[src/rtl/apb_timer.sv]
// apb_timer: 32-bit down-counting APB timer with a registered level interrupt.
// Optional clock prescaler on CTRL[5:4] is compiled in when APB_TIMER_PRESCALE_EN is defined.
module apb_timer #(
  parameter logic [31:0] RESET_RELOAD = 32'h0000_0000
) (
  input  logic        PCLK,
  input  logic        PRESETn,
  input  logic        PSEL,
  input  logic [5:0]  PADDR,
  input  logic        PENABLE,
  input  logic        PWRITE,
  input  logic [31:0] PWDATA,
  output logic [31:0] PRDATA,
  output logic        PREADY,
  output logic        PSLVERR,
  input  logic        EXTIN,
  output logic        TIMERINT
);

`ifdef APB_TIMER_PRESCALE_EN
  localparam logic [5:0] CTRL_MASK = 6'h3F;
`else
  localparam logic [5:0] CTRL_MASK = 6'h0F;
`endif

  logic [5:0]  ctrl;
  logic [31:0] value;
  logic [31:0] reload;
  logic        int_status;
  logic        ext_meta;
  logic        ext_sync;
  logic        ext_prev;
  logic        wr_en;
  logic        ctrl_wr;
  logic        value_wr;
  logic        reload_wr;
  logic        int_clr;
  logic        raw_tick;
  logic        tick;
  logic        count_en;
  logic        int_set;

  assign PREADY    = 1'b1;
  assign PSLVERR   = 1'b0;
  assign wr_en     = PSEL & PENABLE & PWRITE;
  assign ctrl_wr   = wr_en & (PADDR == 6'd0);
  assign value_wr  = wr_en & (PADDR == 6'd1);
  assign reload_wr = wr_en & (PADDR == 6'd2);
  assign int_clr   = wr_en & (PADDR == 6'd3) & PWDATA[0];

  // EXTIN synchroniser plus previous-value flop for rising-edge detection.
  always_ff @(posedge PCLK or negedge PRESETn) begin
    if (!PRESETn) begin
      ext_meta <= 1'b0;
      ext_sync <= 1'b0;
      ext_prev <= 1'b0;
    end else begin
      ext_meta <= EXTIN;
      ext_sync <= ext_meta;
      ext_prev <= ext_sync;
    end
  end

  // Raw tick source: external edge wins over external gate, else free-running.
  always_comb begin
    raw_tick = 1'b1;
    if (ctrl[2]) begin
      raw_tick = ext_sync & ~ext_prev;
    end else if (ctrl[1]) begin
      raw_tick = ext_sync;
    end else begin
      raw_tick = 1'b1;
    end
  end

`ifdef APB_TIMER_PRESCALE_EN
  logic [7:0] presc_cnt;

  // Prescale counter restarts on any CTRL write and while the timer is disabled.
  always_ff @(posedge PCLK or negedge PRESETn) begin
    if (!PRESETn) begin
      presc_cnt <= 8'h00;
    end else if (ctrl_wr | ~ctrl[0]) begin
      presc_cnt <= 8'h00;
    end else if (raw_tick) begin
      presc_cnt <= presc_cnt + 8'h01;
    end
  end

  // Effective tick on wrap of the low 0/4/8 prescale bits.
  always_comb begin
    tick = 1'b0;
    case (ctrl[5:4])
      2'b00:   tick = raw_tick;
      2'b01:   tick = raw_tick & (presc_cnt[3:0] == 4'hF);
      default: tick = raw_tick & (presc_cnt == 8'hFF);
    endcase
  end
`else
  assign tick = raw_tick;
`endif

  // A VALUE write on the same edge swallows that tick entirely.
  assign count_en = ctrl[0] & tick & ~value_wr;
  assign int_set  = count_en & (value == 32'h0000_0000);

  // Register file and down counter.
  always_ff @(posedge PCLK or negedge PRESETn) begin
    if (!PRESETn) begin
      ctrl   <= 6'h00;
      value  <= 32'h0000_0000;
      reload <= RESET_RELOAD;
    end else begin
      if (ctrl_wr) begin
        ctrl <= PWDATA[5:0] & CTRL_MASK;
      end
      if (reload_wr) begin
        reload <= PWDATA;
      end
      if (value_wr) begin
        value <= PWDATA;
      end else if (count_en) begin
        value <= (value == 32'h0000_0000) ? reload : value - 32'h0000_0001;
      end
    end
  end

  // Sticky status (set beats clear) and registered masked interrupt.
  always_ff @(posedge PCLK or negedge PRESETn) begin
    if (!PRESETn) begin
      int_status <= 1'b0;
      TIMERINT   <= 1'b0;
    end else begin
      if (int_set) begin
        int_status <= 1'b1;
      end else if (int_clr) begin
        int_status <= 1'b0;
      end
      TIMERINT <= int_status & ctrl[3];
    end
  end

  // Combinational read mux, valid in both setup and access phases.
  always_comb begin
    PRDATA = 32'h0000_0000;
    if (PSEL & ~PWRITE) begin
      case (PADDR)
        6'd0:    PRDATA = {26'h000_0000, ctrl};
        6'd1:    PRDATA = value;
        6'd2:    PRDATA = reload;
        6'd3:    PRDATA = {31'h0000_0000, int_status};
        default: PRDATA = 32'h0000_0000;
      endcase
    end else begin
      PRDATA = 32'h0000_0000;
    end
  end

endmodule

[config.mk]
export PLATFORM = sky130hd
export DESIGN_NAME = apb_timer
export DESIGN_NICKNAME = d
export VERILOG_FILES = /design/src/rtl/apb_timer.sv
export SDC_FILE = /design/constraint.sdc
export NUM_CORES = 1
export LEC_CHECK = 0
export CORE_MARGIN = 2
export CORE_UTILIZATION = 50
export CTS_CLUSTER_SIZE = 28
export DETAILED_ROUTE_END_ITERATION = 10
export PLACE_DENSITY = 0.79
export SKIP_CTS_REPAIR_TIMING = 1
export SYNTH_ARGS = -nofsm -noshare
export SYNTH_HDL_FRONTEND = slang
export SYNTH_SLANG_ARGS = --single-unit
[constraint.sdc]
create_clock -name PCLK -period 7.5 [get_ports PCLK]
set_input_delay 2.25 -clock PCLK [delete_from_list [all_inputs] [get_ports PCLK]]
set_output_delay 2.25 -clock PCLK [all_outputs]
set_load 0.02 [all_outputs]
==> results of run 1 <==
==> per-stage QoR <==
step,setup WS [ns],hold slack [ns],utilization
3_5_place_dp,0.665,0.343,0.621
5_1_grt,0.448,0.369,0.640
3_3_place_gp,0.733,0.343,0.621
6_report,0.628,0.362,0.640
2_1_floorplan,1.25,0.331,-
4_1_cts,0.645,0.362,0.640
==> state kept, by name, indices dropped and copies added, names as in the netlist <==
| name | count |
|---|---|
| ext_meta | 1 |
| value | 32 |
| ctrl | 4 |
| reload | 32 |
| ext_sync | 1 |
| ext_prev | 1 |
| int_status | 1 |
| TIMERINT | 1 |
==> layout make-up <==
cell class | instances | area share
repair buffers | 87 | 0.158
flip-flops and latches | 73 | 0.344
clock buffers | 12 | 0.0255
multi-input cells | 351 | 0.440
inverters | 5 | 0.00354
clock inverters | 4 | 0.00377
well taps | 105 | 0.0248
==> final timing paths <==
| path | cells after the start | slack (ns) | from | endpoint |
|---|---|---|---|---|
| max | 7 | 0.63 | PADDR[1] | PRDATA[20] |
| min | 0 | 0.36 | ext_meta | ext_sync |
| max reg2reg | 6 | 4.67 | value[8] | value[19] |
| min reg2reg | 0 | 0.36 | ext_meta | ext_sync |
| max in group asynchronous | 2 | 4.78 | PRESETn | value[27] |
| min in group asynchronous | 2 | 2.12 | PRESETn | reload[6] |
==> per-layer routing <==
| layer | track usage | part of all wire | wire length [um] |
|---|---|---|---|
| met1 | 0.331 | 0.44 | 4860 |
| met2 | 0.400 | 0.49 | 5410 |
| met3 | 0.0338 | 0.061 | 677 |
| met4 | 0.105 | 0.018 | 201 |
| met5 | 0 | 0 | 0 |
==> kinds of logic (layout without fill, tap and decap cells) <==
| logic type | count (synthesis) | count (layout) | share of synthesized area |
|---|---|---|---|
| DFF | 73 | 73 | 0.422 |
| AOI/OAI and AO/OA | 138 | 138 | 0.202 |
| other | 2 | 2 | 0.00173 |
| muxes | 38 | 38 | 0.100 |
| xor gates and xnor gates | 26 | 26 | 0.0526 |
| adders and majority gates | 2 | 2 | 0.00577 |
| and+or+nand+nor | 145 | 145 | 0.174 |
| buffers and inverters | 42 | 108 | 0.0422 |
==> Yosys cell counts, drive strengths merged (2+ instances only) <==
master | instances | area [um^2]
dfrtp | 73 | 1830
nor2 | 66 | 248
o21ai | 61 | 305
a22oi | 58 | 435
mux2 | 34 | 383
clkbuf | 29 | 109
xor2 | 23 | 201
nand2 | 19 | 71.3
nor3 | 13 | 95.1
buf | 8 | 55.1
nor4 | 8 | 75.1
a21oi | 7 | 35.0
nand3 | 7 | 35.0
nand4 | 7 | 43.8
inv | 5 | 18.8
or3 | 5 | 31.3
a211oi | 4 | 30.0
nand3b | 4 | 30.0
mux2i | 3 | 30.0
nor2b | 3 | 18.8
or4 | 3 | 30.0
xnor2 | 3 | 26.3
and2 | 2 | 12.5
and3 | 2 | 12.5
conb | 2 | 7.51
ha | 2 | 25.0
nand4b | 2 | 17.5
o221ai | 2 | 17.5
==> power by group through the flow <==
stage          clock, W  combinational, W  sequential [W]
2_1_floorplan         0          0.000461        0.000559
3_3_place_gp          0          0.000538        0.000596
3_5_place_dp          0          0.000556        0.000599
4_1_cts        0.000267          0.000561        0.000593
5_1_grt        0.000282          0.000637        0.000613
6_report       0.000263          0.000566        0.000597
==> results.json, run 1 <==
{
  "status": "completed",
  "grt_pass1_vias": 3871,
  "power_density_nw_per_um2": 269,
  "nets": 573,
  "fin_area_um2": 5310,
  "cap_violations": 0,
  "crit_fanout": 28,
  "clkLatencyLatePin_ns": 0.36,
  "grt_max_degree": 74,
  "final_common_cell": "clkdlybuf4s50_1",
  "path_clk_slew_ns": 0.08,
  "synth_area_um2": 4330,
  "finalSetupTns_ns": 0,
  "placed_cells": 621,
  "grt_use_total": 0.246,
  "syn_inst": 466,
  "post_drt_via_cell_ratio": 6.07,
  "die_width_um": 97.1,
  "skew_ns": 0.00820,
  "combPwrFrac": 0.397,
  "multi_input_area_um2": 2340,
  "path_cells": "clkdlybuf4s50_1 -> nor2b_1 -> and2_1 -> buf_4 -> a22oi_1 -> nor2_1 -> clkdlybuf4s50_1",
  "path_class": "input port to output pin",
  "required_ns": 5.25,
  "crit_path_end_kind": "output pin",
  "fin_crit_ns": 6.87,
  "cts.sinks": 73,
  "tritoncts": "done",
  "ir_worst_vdd_mv": 0.141,
  "cp_top_family": "buffers and inverters",
  "synth-edff-count": 0,
  "relSlewSlack": 0.373,
  "syn_to_final_growth_pct": 22.5,
  "clkPwrFrac": 0.184,
  "syn_nets": 512,
  "antenna_found_initial": 0,
  "die_h_um": 97.1,
  "core.rowCount": 33,
  "first_iter_violations": 373,
  "tightest_slew_ns": 0.941,
  "async_flop_share": 1.00,
  "critical_path_buf_inv_count": 3,
  "vias": 3866,
  "cp.arrival_ns": 4.62,
  "start_util": 0.522,
  "regArea_um2": 1830,
  "die_area_um2": 9430,
  "wl_per_cell_um": 17.5,
  "io_pins": 79,
  "crit_path_frequent_cell": "clkdlybuf4s50_1",
  "synth-seq-area-share": 0.422,
  "finalWirelength_mm": 11.2,
  "fillers": 682,
  "antenna_cells": 0,
  "drc": 0,
  "p_leak_nw": 2.21,
  "postPlaceCellArea_um2": 5150,
  "place_congestion": 0.857,
  "cts-htree-levels": 3,
  "avgSynthCellArea_um2": 9.30,
  "hold_violations": 0,
  "synth_cell_types": 46,
  "stdcell_count": 637,
  "p_switching_w": 0.000591,
  "cts_root_buf": "clkbuf_8",
  "grt_pass1_wl_mm": 19.1,
  "setup_viol": 0,
  "ant_nets": 0,
  "rsz0062_at_grt": "no",
  "fmax_ghz": 0.146,
  "grt_overflow": 0,
  "synth_flop_cell": "dfrtp_1",
  "slowest_delay_ns": 0.64,
  "mostFrequentLayoutCells": "clkdlybuf4s50_1, dfrtp_1, nor2_1, a22oi_1, mux2_2",
  "clk_path_buf_depth": 2,
  "critPathSlowestCell": "clkdlybuf4s50_1",
  "cts_made_buffers": 9,
  "p_total_w": 0.00143,
  "fp.coreArea_um2": 8300,
  "crit_path_start_kind": "input port",
  "first_pass_iters": 5,
  "seq_power_share": 0.419,
  "drive_above_1_share": 0.145,
  "port_buffers": 76,
  "power.internal_w": 0.000835,
  "dp_hpwl_mm": 7.42,
  "period_share": 0.916,
  "switching_share": 0.414,
  "ys_warn_count": 0,
  "drv_slew": 0,
  "ys_ff_latch": 73,
  "hold_path.class": "flop to flop"
}
(Power assumes the default switching activity.)
==> run 2, diff against run 1 <==
--- a/config.mk
+++ b/config.mk
@@ -9,8 +9,10 @@
 export CORE_UTILIZATION = 50
 export CTS_CLUSTER_SIZE = 28
 export DETAILED_ROUTE_END_ITERATION = 10
+export HOLD_SLACK_MARGIN = 0.05
 export PLACE_DENSITY = 0.79
 export SKIP_CTS_REPAIR_TIMING = 1
+export SLEW_MARGIN = 20
 export SYNTH_ARGS = -nofsm -noshare
 export SYNTH_HDL_FRONTEND = slang
 export SYNTH_SLANG_ARGS = --single-unit
==> results of run 2 <==
The final DEF is identical to that of run 1; final timing and power are the same.
==> run 3, diff against run 2 <==
--- a/config.mk
+++ b/config.mk
@@ -12,7 +12,7 @@
 export HOLD_SLACK_MARGIN = 0.05
 export PLACE_DENSITY = 0.79
 export SKIP_CTS_REPAIR_TIMING = 1
-export SLEW_MARGIN = 20
+export SLEW_MARGIN = 30
 export SYNTH_ARGS = -nofsm -noshare
 export SYNTH_HDL_FRONTEND = slang
 export SYNTH_SLANG_ARGS = --single-unit
==> results.json, run 3 (synthesis results as in run 1) <==
{
  "tritoncts": "done",
  "die_h_um": 97.1,
  "grt_max_degree": 74,
  "hold_path.class": "flop to flop",
  "crit_path_start_kind": "input port",
  "grt_util_met3": 0.0338,
  "syn_to_final_growth_pct": 22.6,
  "switching_share": 0.415,
  "clkPwrFrac": 0.184,
  "top_usage_layer": "met2",
  "gr-usage-met1": 0.331,
  "setup_viol": 0,
  "cts.sinks": 73,
  "antenna_found_initial": 0,
  "timing.rr.start": "value[8]",
  "finalSetupTns_ns": 0,
  "grt_util_met2": 0.400,
  "io_pins": 79,
  "skew_ns": 0.00974,
  "grt_pass1_vias": 3871,
  "p_leak_nw": 2.21,
  "grt_overflow": 0,
  "post_drt_via_cell_ratio": 6.09,
  "path_class": "input port to output pin",
  "mostFrequentLayoutCells": "clkdlybuf4s50_1, dfrtp_1, nor2_1, a22oi_1, mux2_2",
  "whs_path_depth": 0,
  "drc": 0,
  "finalWirelength_mm": 11.2,
  "clkLatencyLatePin_ns": 0.36,
  "required_ns": 5.25,
  "tightest_slew_ns": 0.919,
  "cap_violations": 0,
  "p_switching_w": 0.000593,
  "hold_violations": 0,
  "die_area_um2": 9430,
  "fin_area_um2": 5310,
  "cts_made_buffers": 9,
  "nets": 573,
  "first_pass_iters": 5,
  "place_congestion": 0.857,
  "drive_above_1_share": 0.145,
  "clk_path_buf_depth": 2,
  "antenna_cells": 0,
  "r2r_slack_ns": 4.67,
  "r2r_cells": 6,
  "core.rowCount": 33,
  "postPlaceCellArea_um2": 5150,
  "port_buffers": 76,
  "cts_root_buf": "clkbuf_8",
  "vias": 3880,
  "wl_per_cell_um": 17.6,
  "dp_hpwl_mm": 7.42,
  "r2r-end": "value[19]",
  "power.internal_w": 0.000835,
  "fmax_ghz": 0.145,
  "crit_path_end_kind": "output pin",
  "final_common_cell": "clkdlybuf4s50_1",
  "status": "completed",
  "first_iter_violations": 369,
  "cp.arrival_ns": 4.63,
  "min-delay-start": "ext_meta",
  "fin_crit_ns": 6.88,
  "cts-htree-levels": 3,
  "seq_power_share": 0.419,
  "path_clk_slew_ns": 0.08,
  "whs_endpoint": "ext_sync",
  "grt_pass1_wl_mm": 19.1,
  "largestRegisters": "reload x32, value x32, ctrl x4",
  "start_util": 0.522,
  "crit_fanout": 28,
  "relSlewSlack": 0.385,
  "ant_nets": 0,
  "combPwrFrac": 0.397,
  "grt_use_total": 0.246,
  "fillers": 683,
  "rsz0062_at_grt": "no",
  "ir_worst_vdd_mv": 0.141,
  "die_width_um": 97.1,
  "fp.coreArea_um2": 8300,
  "period_share": 0.917,
  "power_density_nw_per_um2": 269,
  "drv_slew": 0
}
==> run 3: cell counts in the layout (fill, tap and decap cells not counted) <==
Identical to the previous run, type by type.
==> run 3: metal layers <==
layer	wire [um]	vias up
met5	0	-
met4	201	0
met3	612	15
met2	5430	144
met1	4970	1901
li1	-	1820
==> run 3: worst max-delay path by stage <==
stage,cells past startpoint,endpoint,startpoint
2_1_floorplan,6,PRDATA[21],PADDR[3]
6_report,7,PRDATA[20],PADDR[1]
5_1_grt,7,PRDATA[20],PADDR[1]
3_5_place_dp,7,PRDATA[20],PADDR[1]
4_1_cts,7,PRDATA[20],PADDR[1]
3_3_place_gp,7,PRDATA[20],PADDR[1]
==> run 3: critical path, cell delays in order <==
cell             delay (ns)
clkdlybuf4s50_1        0.64
nor2b_1                0.34
and2_1                 0.17
buf_4                  0.32
a22oi_1                0.15
nor2_1                 0.14
clkdlybuf4s50_1        0.62
==> run 3: power groups by stage <==
stage	Clock [W]	Sequential, W	Combinational, W
detailed placement	0	0.000599	0.000556
global placement	0	0.000596	0.000538
finish	0.000263	0.000598	0.000567
CTS	0.000267	0.000593	0.000561
global route	0.000282	0.000613	0.000637
floorplan	0	0.000559	0.000461
==> run 3: layout make-up <==
class | instances | area (um^2) | share of cell area
Clock buffer | 12 | 135 | 0.0254
Clock inverter | 4 | 20.0 | 0.00377
Inverter | 5 | 18.8 | 0.00353
Multi-Input combinational cell | 351 | 2340 | 0.440
Sequential cell | 73 | 1830 | 0.344
Tap cell | 105 | 131 | 0.0247
Timing Repair Buffer | 87 | 842 | 0.159
==> run 3: metrics by stage <==
stage               hold WS [ns]  cells  power (W)   util  setup WS [ns]
floorplan                  0.331    466    0.00102      -           1.25
global placement           0.343    621    0.00113  0.621          0.733
detailed placement         0.343    621    0.00116  0.621          0.665
CTS                        0.362    637    0.00142  0.640          0.645
global route               0.369    637    0.00153  0.640          0.448
finish                     0.362    637    0.00143  0.640          0.621
